## src/rtl/tick_bcd_counter.sv

```systemverilog
// Two-digit BCD counter advanced by synchronized rising edges of an asynchronous tick,
// with an IDLE/RUN/HOLD control FSM (clear > stop > start).
module tick_bcd_counter #(
    parameter int SYNC_STAGES = 2,
    parameter int MODULUS     = 60
) (
    input  logic       clk_in,
    input  logic       rst,
    input  logic       tick_in,
    input  logic       start,
    input  logic       stop,
    input  logic       clear,
    output logic       tick_pulse,
    output logic [3:0] ones,
    output logic [3:0] tens,
    output logic       carry,
    output logic       running
);

    typedef enum logic [1:0] {IDLE, RUN, HOLD} state_t;

    localparam logic [3:0] LAST_ONES = 4'((MODULUS - 1) % 10);
    localparam logic [3:0] LAST_TENS = 4'((MODULUS - 1) / 10);

    logic [SYNC_STAGES-1:0] sync_q, sync_d;
    logic                   hist_q, hist_d;
    logic                   tick_pulse_q, tick_pulse_d;
    state_t                 state_q, state_d;
    logic [3:0]             ones_q, ones_d;
    logic [3:0]             tens_q, tens_d;
    logic                   carry_q, carry_d;
    logic                   running_q, running_d;

    always_comb begin
        sync_d       = {sync_q[SYNC_STAGES-2:0], tick_in};
        hist_d       = sync_q[SYNC_STAGES-1];
        tick_pulse_d = sync_q[SYNC_STAGES-1] & ~hist_q;

        state_d = state_q;
        if (clear)
            state_d = IDLE;
        else if (stop) begin
            if (state_q == RUN)
                state_d = HOLD;
        end else if (start)
            state_d = RUN;

        // The count follows the registered state, so a start arriving with a pulse is not counted
        ones_d  = ones_q;
        tens_d  = tens_q;
        carry_d = 1'b0;
        if (clear) begin
            ones_d = 4'd0;
            tens_d = 4'd0;
        end else if (tick_pulse_q && state_q == RUN) begin
            if (ones_q == LAST_ONES && tens_q == LAST_TENS) begin
                ones_d  = 4'd0;
                tens_d  = 4'd0;
                carry_d = 1'b1;
            end else if (ones_q == 4'd9) begin
                ones_d = 4'd0;
                tens_d = tens_q + 4'd1;
            end else begin
                ones_d = ones_q + 4'd1;
            end
        end

        running_d = (state_d == RUN);
    end

    always_ff @(posedge clk_in) begin
        if (rst) begin
            sync_q       <= '0;
            hist_q       <= 1'b0;
            tick_pulse_q <= 1'b0;
            state_q      <= IDLE;
            ones_q       <= 4'd0;
            tens_q       <= 4'd0;
            carry_q      <= 1'b0;
            running_q    <= 1'b0;
        end else begin
            sync_q       <= sync_d;
            hist_q       <= hist_d;
            tick_pulse_q <= tick_pulse_d;
            state_q      <= state_d;
            ones_q       <= ones_d;
            tens_q       <= tens_d;
            carry_q      <= carry_d;
            running_q    <= running_d;
        end
    end

    assign tick_pulse = tick_pulse_q;
    assign ones       = ones_q;
    assign tens       = tens_q;
    assign carry      = carry_q;
    assign running    = running_q;

endmodule

```

## config.mk

```make
export PLATFORM = sky130hd
export DESIGN_NAME = tick_bcd_counter
export DESIGN_NICKNAME = d
export VERILOG_FILES = /design/src/rtl/tick_bcd_counter.sv
export SDC_FILE = /design/constraint.sdc
export NUM_CORES = 1
export LEC_CHECK = 0
export BUFFER_PORTS_ARGS = -buffer_cell sky130_fd_sc_hd__buf_2
export CORE_AREA = 5 5 44 46
export CTS_CLUSTER_DIAMETER = 100
export DETAILED_ROUTE_END_ITERATION = 8
export DIE_AREA = 0 0 49 51
export PLACE_DENSITY_LB_ADDON = 0.3
export SETUP_SLACK_MARGIN = 0.1
export SLEW_MARGIN = 10
export SYNTH_ARGS = -nofsm -noshare
export SYNTH_HDL_FRONTEND = slang
export SYNTH_SLANG_ARGS = --single-unit
```

## constraint.sdc

```tcl
create_clock -name clk_in -period 2.18 [get_ports clk_in]
set_clock_uncertainty 0.15 [all_clocks]
set_input_delay 0.436 -clock clk_in [delete_from_list [all_inputs] [get_ports clk_in]]
set_output_delay 0.436 -clock clk_in [all_outputs]
set_load 0.005 [all_outputs]
```

# [After elaboration in Yosys (flattened, before gate mapping)]
# Cells that the tools add are included.
[totals] register_bits=16 input_bits=6
[classes] add_sub_neg=2 n_bitwise=3 eq_ne=4 reduce_logical=6 muxes=9
[op_table] op="two-way mux 4 bit" count=4
[op_table] op="adder 4 x 1 -> 4 bit (second input constant)" count=2
[op_table] op="two-way mux 2 bit" count=4
[op_table] op="== test 2 x 1 -> 1 bit (second input constant)" count=2
[op_table] op="== test 4 x 3 -> 1 bit (second input constant)" count=1
[op_table] op="== test 4 bit (second input constant)" count=1
[op_table] op="OR reduction 3 bit" count=1
[op_table] op="logical AND 1 bit" count=2
[op_table] op="inverter 1 bit" count=2
[op_table] op="AND reduction 2 bit" count=1
[op_table] op="nonzero test 2 bit" count=1
[op_table] op="OR reduction 2 bit" count=1
[op_table] op="AND 1 bit" count=1
[op_table] op="two-way mux 1 bit" count=1

# [Longest topological paths before layout]
# Gate-level depths: netlist (run 1).
[depth] depth_word=5 ltp_mapped=5 mapped_depth_nobuf=5

# [Worst setup path before layout (run 1)]
# OpenSTA, ideal clock, no wires.
[synth_timing] path_kind="register -> register" from="register ones_q[0] (netlist: ones[0])" to="register tens_q[3] (netlist: tens[3])" path_stages_with_launch=5 setup_ns=0.071 arrival_ns=1.325 path_buffers=0 setup_slack_ns=0.634 required_time_ns=1.959 path_cell_list="dfxtp_1 ha_1 nand3b_1 or4b_1 a21oi_1"
[synth_between] elab_chain_cells=4
[synth_rtl] element="start: declaration" line="29" text="logic [3:0] ones_q, ones_d;"
[synth_rtl] element="start signal: assignment" line="86" text="ones_q <= ones_d;"
[synth_rtl] element="== test 4 bit (*)" line="56, 60"
[synth_rtl] element="logical AND 1 bit" line="56" text="if (ones_q == LAST_ONES && tens_q == LAST_TENS) begin"
[synth_rtl] element="nonzero test 2 bit (no source line)"
[synth_rtl] element="AND reduction 2 bit (no source line)"
[synth_rtl] element="end signal: assignment" line="87" text="tens_q <= tens_d;"
[synth_rtl] element="end: declaration" line="30" text="logic [3:0] tens_q, tens_d;"
# Mark *: on every way between the ends. The rest lies on a longest branch, timed or not.
# A chain may end at the register's enable or synchronous reset.

# [Worst setup path in the final report (run 1)]
# Same ends and word-level chain as after synthesis.

==> results of run 1 <==
==> metrics by stage <==
step	util	hold WS, ns	power, mW	worst slack [ns]	instances
2_1_floorplan	-	0.217	0.314	0.634	71
3_3_place_gp	0.537	0.221	0.323	0.617	101
3_5_place_dp	0.537	0.233	0.324	0.554	101
4_1_cts	0.553	0.202	0.474	0.537	104
5_1_grt	0.553	0.200	0.493	0.409	104
6_report	0.553	0.205	0.470	0.536	104
==> power by group <==
group	leakage (nW)	internal [mW]	switching [mW]
clock	0.0138	0.0640	0.0892
sequential	0.130	0.296	0.00257
combinational	0.229	0.00837	0.00966
==> area by class of cell <==
class | count | share of cell area
clock buffer | 3 | 0.0277
multi-input combinational | 49 | 0.437
tap | 16 | 0.0246
timing repair buffer | 16 | 0.0985
sequential | 16 | 0.394
inverter | 4 | 0.0185
==> flip-flops by register name, indices dropped and copies added (netlist names) <==
register	cells
state_q	2
running	1
tens	4
ones	4
hist_q	1
carry	1
sync_q	2
tick_pulse	1
==> cells by family after synthesis <==
group           synth area share
xor+xnor                  0.0250
fa+ha+maj                 0.0716
flops                      0.458
compound gates             0.147
buf+inv                   0.0340
simple gates               0.265
==> final timing paths <==
path	from	to	slack, ns	depth (start not counted)
max reg2reg	ones[0]	tens[3]	0.54	4
max	ones[0]	tens[3]	0.54	4
min reg2reg	hist_q	tick_pulse	0.24	1
min	stop	running	0.20	2
==> routing by layer <==
metal  vias to the layer above  share of wire  global-route usage
met5                         -              0                   0
met4                         0         0.0083              0.0538
met3                         2          0.045              0.0378
met2                         9           0.47               0.189
met1                       263           0.47               0.140
li1                        291              -                   -
==> cells in the final DEF, fill, tap and decap left out, drive strengths merged, types with 2 or more instances in the layout <==
cell type | Yosys | final
dfxtp | 16 | 16
buf | 1 | 16
a21oi | 6 | 6
inv | 4 | 4
nor2 | 4 | 4
nor2b | 4 | 4
ha | 4 | 4
nor3 | 3 | 3
o21ai | 3 | 3
clkbuf | 1 | 3
and3b | 3 | 3
nand3 | 2 | 2
nand3b | 2 | 2
==> impl_metrics.py, run 1 <==
metrics = {
    "run_status": {
        "outcome": "finished clean",
    },
    "layout": {
        "fill_cells": 147,
        "final_nets": 100,
        "drive_gt1_frac": 0.250,
        "multi_input_area_um2": 355,
        "seqCellArea_um2": 320,
        "diodes": 0,
        "area_delta_synth_final_pct": 16.3,
        "final_area_um2": 813,
    },
    "critical_path": {
        "cp_slowest_stage_delay_ns": 0.53,
        "cpLargestDelayFamily": "simple AND/OR/NAND/NOR gates",
        "worst-path-max-fanout": 6,
        "cp_num_buf_inv": 0,
        "cp_data_arrival_time_ns": 1.71,
        "required_ns": 2.24,
        "start_kind": "flop",
        "slowest_stage": "or4b_1",
        "critPathCaptureType": "flop",
        "crit_chain": "ha_1, nand3b_1, or4b_1, a21oi_1",
        "critPathKind": "flop to flop",
    },
    "die": {
        "die_area_um2": 2500,
        "chipHeight_um": 51,
        "ioPinCount": 17,
        "die_w_um": 49,
        "core_area_um2": 1470,
        "rows": 14,
        "start_util": 0.475,
    },
    "place": {
        "dp_hpwl_um": 1010,
        "gp_congestion": 0.828,
        "portBuffers": 16,
        "place_area_um2": 791,
    },
    "drt": {
        "routed_wl_um": 1320,
        "drtPass1Iterations": 4,
        "drt_iter0_markers": 4,
        "wl_per_cell_um": 12.7,
        "via_count": 565,
        "drc": 0,
        "drtAntennaViolNets": 0,
        "viasPerCell": 5.43,
    },
    "clocking": {
        "cts_buffers": 3,
        "path_clk_slew_ns": 0.09,
        "htreeDepth": 1,
        "cts_setup_buffers": 0,
        "cts-resized-gates": 0,
        "cts_tree": "done",
        "ctsHoldBuffers": 0,
        "clkSinkCount": 16,
        "clkLatencyLatePin_ns": 0.28,
        "root_buffer": "clkbuf_4",
        "clockBufferDepth": 2,
    },
    "sta": {
        "rsz0062_at_grt": "no",
        "tns_ns": 0,
        "period_minus_slack_ns": 1.64,
        "finalSetupViolCount": 0,
        "post-route-period-util": 0.754,
        "final_hold_viol_count": 0,
        "maxSlewViolCount": 0,
        "fmax_mhz": 608,
        "slew-limit-headroom": 0.727,
        "worst_pin_slew_ns": 0.408,
    },
    "synthesis": {
        "synthCells": 71,
        "syn_area_um2": 699,
        "ys_seq_area_frac": 0.458,
        "synth_top_area_share": 0.458,
        "synth_cell_types": 33,
        "yosysMostFrequentCell": "dfxtp_1",
        "yosysTopAreaCell": "dfxtp_1",
        "ys_seq_elements": 16,
        "synth_common_cells": "16 x dfxtp_1, 6 x a21oi_1",
        "async_flop_share": 0,
        "syn_nets": 81,
        "ys_warn_count": 0,
        "synth_enable_flop_cells": 0,
        "syn_avg_cell_area_um2": 9.85,
        "synth_flop_cell": "dfxtp_1",
        "ys_top_cells_by_area": "dfxtp_1 46%, ha_1 7.2%, a21oi_1 4.3%, nor2b_1 3.6%, nand3b_4 2.9%",
    },
    "pwr": {
        "ir_worst_vdd_mv": 0.332,
        "power_density_nw_per_um2": 578,
        "power.leakage_nw": 0.373,
    },
    "global_routing": {
        "grt_overflow": 0,
        "antenna_found_initial": 0,
        "grt_pass1_wl_um": 2300,
        "grt_pass1_vias": 547,
        "grt_max_degree": 11,
        "grt_usage": 0.116,
    },
    "min_path": {
        "min_path_type": "input port to flop",
    },
    "run": {
        "max-cap-violations": 0,
    },
}
Note: power is estimated with default switching activity, not from simulation.
==> run 2, diff against run 1 <==
--- a/config.mk
+++ b/config.mk
@@ -5,11 +5,12 @@
 export SDC_FILE = /design/constraint.sdc
 export NUM_CORES = 1
 export LEC_CHECK = 0
+export ABC_AREA = 1
 export BUFFER_PORTS_ARGS = -buffer_cell sky130_fd_sc_hd__buf_2
-export CORE_AREA = 5 5 44 46
+export CORE_AREA = 5 5 46 48
 export CTS_CLUSTER_DIAMETER = 100
 export DETAILED_ROUTE_END_ITERATION = 8
-export DIE_AREA = 0 0 49 51
+export DIE_AREA = 0 0 51 53
 export PLACE_DENSITY_LB_ADDON = 0.3
 export SETUP_SLACK_MARGIN = 0.1
 export SLEW_MARGIN = 10
==> constraint.sdc (replaced) <==
create_clock -name clk_in -period 1.4 [get_ports clk_in]
set_clock_uncertainty 0.15 [all_clocks]
set_input_delay 0.28 -clock clk_in [delete_from_list [all_inputs] [get_ports clk_in]]
set_output_delay 0.28 -clock clk_in [all_outputs]
set_load 0.005 [all_outputs]
==> impl_metrics.py, run 2 <==
metrics = {
    "drt": {
        "wl_per_cell_um": 11.4,
        "drtAntennaViolNets": 0,
        "routed_wl_um": 1560,
        "via_count": 680,
        "viasPerCell": 4.96,
        "drc": 0,
        "drtPass1Iterations": 5,
        "drt_iter0_markers": 9,
    },
    "layout": {
        "stdcell_count": 137,
        "final_cell_mix": "15 x nand2_1, 14 x buf_2, 13 x inv_1",
        "seqCellArea_um2": 332,
        "fill_cells": 144,
        "final_common_cell": "nand2_1",
        "multi_input_area_um2": 394,
        "area_delta_synth_final_pct": 37.0,
        "drive_gt1_frac": 0.442,
        "diodes": 0,
        "final_util": 0.586,
        "final_nets": 132,
    },
    "sta": {
        "post-route-period-util": 0.927,
        "finalSetupViolCount": 0,
        "final_hold_viol_count": 0,
        "slew-limit-headroom": 0.770,
        "fmax_mhz": 770,
        "tns_ns": 0,
        "worst_pin_slew_ns": 0.344,
        "fin_ws_ns": 0.102,
        "maxSlewViolCount": 0,
        "rsz0062_at_grt": "yes",
        "hold_slack_ns": 0.0483,
        "period_minus_slack_ns": 1.30,
    },
    "pwr": {
        "ir_worst_vdd_mv": 0.467,
        "power_density_nw_per_um2": 746,
        "power.leakage_nw": 0.437,
    },
    "die": {
        "die_w_um": 51,
        "chipHeight_um": 53,
        "ioPinCount": 17,
        "core_area_um2": 1670,
        "rows": 15,
        "start_util": 0.428,
        "die_area_um2": 2700,
    },
    "synthesis": {
        "syn_nets": 105,
        "synth_enable_flop_cells": 0,
        "synthMuxAreaShare": 0,
        "synth_flop_cell": "dfxtp_1",
        "synth_compound_area_frac": 0.0525,
        "synth_xor_area_frac": 0.0123,
        "synth_cell_types": 18,
        "async_flop_share": 0,
        "synth_fa_ha_area_frac": 0.0701,
        "synthCells": 95,
        "ys_top_cells_by_area": "dfxtp_1 45%, nand2_1 10%, inv_1 7.9%, nor2_1 7.4%, ha_1 7.0%",
        "ys_warn_count": 0,
        "synth_top_family_by_area": "simple AND/OR/NAND/NOR gates",
        "synth_top_area_share": 0.448,
        "ys_seq_elements": 16,
        "syn_area_um2": 714,
        "synthSimpleGateAreaFrac": 0.322,
        "synth_common_cells": "19 x nand2_1, 16 x dfxtp_1, 15 x inv_1",
        "yosysMostFrequentCell": "nand2_1",
        "syn_avg_cell_area_um2": 7.52,
        "ys_seq_area_frac": 0.448,
        "yosysTopAreaCell": "dfxtp_1",
    },
    "global_routing": {
        "grt_pass1_wl_um": 2460,
        "grt_overflow": 0,
        "antenna_found_initial": 0,
        "grt_max_degree": 9,
        "grt_usage": 0.125,
        "grt_pass1_vias": 619,
    },
    "critical_path": {
        "rr_worst_depth": 6,
        "required_ns": 1.44,
        "critPathKind": "flop to flop",
        "cp_data_arrival_time_ns": 1.34,
        "worst-path-max-fanout": 3,
        "start_kind": "flop",
        "critPathCaptureType": "flop",
    },
    "min_path": {
        "min_path_type": "input port to flop",
        "holdPathStages": 3,
    },
    "place": {
        "dp_hpwl_um": 1120,
        "post-place-ws_ns": 0.0563,
        "gp_congestion": 0.799,
        "portBuffers": 16,
        "place_inst": 132,
    },
    "clocking": {
        "root_buffer": "clkbuf_4",
        "clkLatencyLatePin_ns": 0.28,
        "cts_buffers": 3,
        "htreeDepth": 1,
        "clkSinkCount": 16,
        "cts_tree": "done",
        "path_clk_slew_ns": 0.09,
        "clockBufferDepth": 2,
    },
    "run_status": {
        "outcome": "finished clean",
    },
    "run": {
        "max-cap-violations": 0,
    },
}
==> run 2: changes by cell type in the layout (fill, tap and decap cells not counted), moves of 6 or more <==
cell	delta
dfxtp_1	-7
dfxtp_2	+6
inv_1	+9
nand2_1	+15
nor2_1	+6
==> run 2: cell type report <==
class / count / share of cell area
Inverter: 15 / 0.0575
Clock buffer: 3 / 0.0230
Multi-Input combinational cell: 63 / 0.403
Sequential cell: 16 / 0.339
Tap cell: 17 / 0.0217
Timing Repair Buffer: 23 / 0.156
==> run 2: worst max-delay path, stage by stage, from the launching register on <==
cell,delay (ns)
dfxtp_2,0.34
inv_2,0.06
ha_2,0.16
nand3_2,0.09
nand3b_1,0.23
nand2_2,0.13
nor2_2,0.05
==> run 2: path summary, 6_finish.rpt <==
path,from,endpoint,slack (ns)
worst max register to register,tens[1],tens[2],0.10
worst min-delay path,tick_in,sync_q[0],0.05
worst min register to register,hist_q,tick_pulse,0.24
worst max-delay path,tens[1],tens[2],0.10
==> run 2: routing by layer <==
layer,global-route usage,share of wire
met1,0.144,0.44
met2,0.210,0.48
met3,0.0254,0.053
met5,0,0
met4,0.0807,0.022
==> run 2: repair_timing <==
item | in CTS | in global routing
endpoints found under the setup margin | 7 | 13
hold buffers | 0 | 0
setup buffers | 0 | 2
pin swaps | 0 | 7
resized for setup | 5 | 27
==> run 2: kinds of logic (layout without fill, tap and decap cells) <==
kind of cell / after synthesis / after routing
AOI/OAI and AO/OA: 7 / 7
xor gates and xnor gates: 1 / 1
adders and majority gates: 4 / 4
buffers and inverters: 16 / 41
DFF: 16 / 16
and+or+nand+nor: 51 / 51
==> run 2: where the power goes <==
part | switching, mW | internal [mW] | leakage [nW]
clock network | 0.133 | 0.0998 | 0.0138
logic | 0.0218 | 0.0137 | 0.290
registers | 0.00272 | 0.459 | 0.133
==> run 2: through the flow <==
step | area (um2) | power, mW
after floorplan | 717 | 0.490
after global placement | 845 | 0.504
after detailed placement | 845 | 0.506
after CTS | 880 | 0.731
after global routing | 978 | 0.759
final | 978 | 0.730
==> run 3, diff against run 2 <==
--- a/config.mk
+++ b/config.mk
@@ -6,7 +6,7 @@
 export NUM_CORES = 1
 export LEC_CHECK = 0
 export ABC_AREA = 1
-export BUFFER_PORTS_ARGS = -buffer_cell sky130_fd_sc_hd__buf_2
+export BUFFER_PORTS_ARGS = -buffer_cell sky130_fd_sc_hd__clkbuf_2
 export CORE_AREA = 5 5 46 48
 export CTS_CLUSTER_DIAMETER = 100
 export DETAILED_ROUTE_END_ITERATION = 8
==> impl_metrics.py, run 3 (synthesis gave the netlist of run 2 again) <==
metrics = {
    "critical_path": {
        "rrSetupSlack_ns": 0.1,
        "r2r-start": "ones[1]",
        "worst-path-max-fanout": 5,
        "required_ns": 1.48,
        "rr_worst_depth": 8,
        "cp_data_arrival_time_ns": 1.39,
        "start_kind": "flop",
        "critPathKind": "flop to flop",
        "reg2reg_to": "tens[3]",
        "critPathCaptureType": "flop",
    },
    "die": {
        "start_util": 0.428,
        "core_area_um2": 1670,
        "rows": 15,
        "die_w_um": 51,
        "chipHeight_um": 53,
        "die_area_um2": 2700,
        "ioPinCount": 17,
    },
    "pwr": {
        "power.leakage_nw": 0.433,
        "switching_share": 0.211,
        "clkPwrFrac": 0.382,
        "seqPwrFrac": 0.576,
        "comb_power_share": 0.042,
        "power.total_mw": 0.795,
        "ir_worst_vdd_mv": 0.630,
        "p_int_mw": 0.628,
        "p_switching_mw": 0.168,
        "power_density_nw_per_um2": 777,
    },
    "clocking": {
        "clkSinkCount": 16,
        "cts_tree": "done",
        "htreeDepth": 1,
        "path_clk_slew_ns": 0.09,
        "cts_buffers": 3,
        "ctsHoldBuffers": 0,
        "clkLatencyLatePin_ns": 0.29,
        "clockBufferDepth": 2,
        "root_buffer": "clkbuf_4",
    },
    "drt": {
        "drtAntennaViolNets": 0,
        "wl_per_cell_um": 11.7,
        "via_count": 678,
        "drt_iter0_markers": 5,
        "drtPass1Iterations": 4,
        "viasPerCell": 4.88,
        "routed_wl_um": 1630,
        "drc": 0,
    },
    "min_path": {
        "min_path_type": "input port to flop",
        "whs_endpoint": "sync_q[0]",
        "holdPathStages": 3,
        "hp-start": "tick_in",
    },
    "run_status": {
        "outcome": "finished clean",
    },
    "sta": {
        "fmax_mhz": 768,
        "period_minus_slack_ns": 1.30,
        "maxSlewViolCount": 0,
        "rsz0062_at_grt": "yes",
        "post-route-period-util": 0.930,
        "worst_pin_slew_ns": 0.307,
        "tns_ns": 0,
        "finalSetupViolCount": 0,
        "final_hold_viol_count": 0,
        "slew-limit-headroom": 0.795,
    },
    "global_routing": {
        "grt_usage": 0.120,
        "grt_overflow": 0,
        "grt_max_degree": 10,
        "antenna_found_initial": 0,
        "grt_pass1_vias": 609,
        "grt_pass1_wl_um": 2400,
    },
    "layout": {
        "drive_gt1_frac": 0.434,
        "diodes": 0,
        "final_nets": 133,
        "final_common_cell": "nand2_1",
        "area_delta_synth_final_pct": 43.3,
        "final_cell_mix": "15 x nand2_1, 13 x inv_1, 13 x nor2_1, 13 x clkbuf_2, 8 x dfxtp_1",
    },
    "place": {
        "portBuffers": 16,
        "dp_hpwl_um": 1120,
        "gp_congestion": 0.787,
    },
    "run": {
        "max-cap-violations": 0,
    },
}
-- run 3: through the flow --
| stage | setup WS (ns) | hold WS [ns] | cell area (um2) | instances | util |
|---|---|---|---|---|---|
| final | 0.0980 | 0.0191 | 1020 | 139 | 0.613 |
| after global placement | 0.0814 | 0.230 | 845 | 132 | 0.506 |
| after CTS | 0.0897 | 0.0239 | 896 | 136 | 0.536 |
| after detailed placement | 0.0929 | 0.233 | 845 | 132 | 0.506 |
| after floorplan | 0.103 | 0.201 | 717 | 95 | - |
| after global routing | 0.0338 | 0.0386 | 1020 | 139 | 0.613 |
-- run 3: critical path, stage by stage, from the launching register on --
cell	delay (ns)
dfxtp_2	0.34
inv_2	0.07
ha_4	0.13
nand2_2	0.06
nor2_4	0.15
nand3_1	0.10
nand2_1	0.09
nand2_1	0.08
nor2_1	0.08
-- run 3: worst max path at each step --
stage	endpoint	depth (start not counted)	start	slack (ns)
global route	tens[3]	8	ones[1]	0.03
CTS	tens[1]	7	ones[1]	0.09
floorplan	tens[1]	7	ones[1]	0.10
global placement	tens[2]	6	tens[1]	0.08
detailed placement	ones[2]	6	state_q[0]	0.09
finish	tens[3]	8	ones[1]	0.1
-- run 3: layer usage --
layer | vias to the layer above | wire length, um | GRT usage
li1 | 348 | - | -
met1 | 305 | 683 | 0.131
met2 | 20 | 835 | 0.215
met3 | 5 | 86 | 0.0254
met4 | 0 | 27 | 0.0673
met5 | - | 0 | 0
-- run 3: area by class of cell --
cell class | count | area, um2
repair buffers | 24 | 174
clock buffers | 4 | 36.3
well taps | 17 | 21.3
inverters | 15 | 56.3
multi-input cells | 63 | 398
flip-flops and latches | 16 | 338
fillers | 151 | 647
-- run 3: power by group through the flow --
stage,logic [mW],registers (mW),clock network (mW)
floorplan,0.0159,0.474,0
global placement,0.0294,0.474,0
detailed placement,0.0308,0.474,0
CTS,0.0310,0.464,0.308
global route,0.0378,0.459,0.335
finish,0.0332,0.458,0.304
-- run 3: repair_timing --
item                                    4_1_cts  5_1_grt
endpoints found under the setup margin        9       13
resized for setup                             6       28
pin swaps                                     0        6
buffers inserted                              0        3
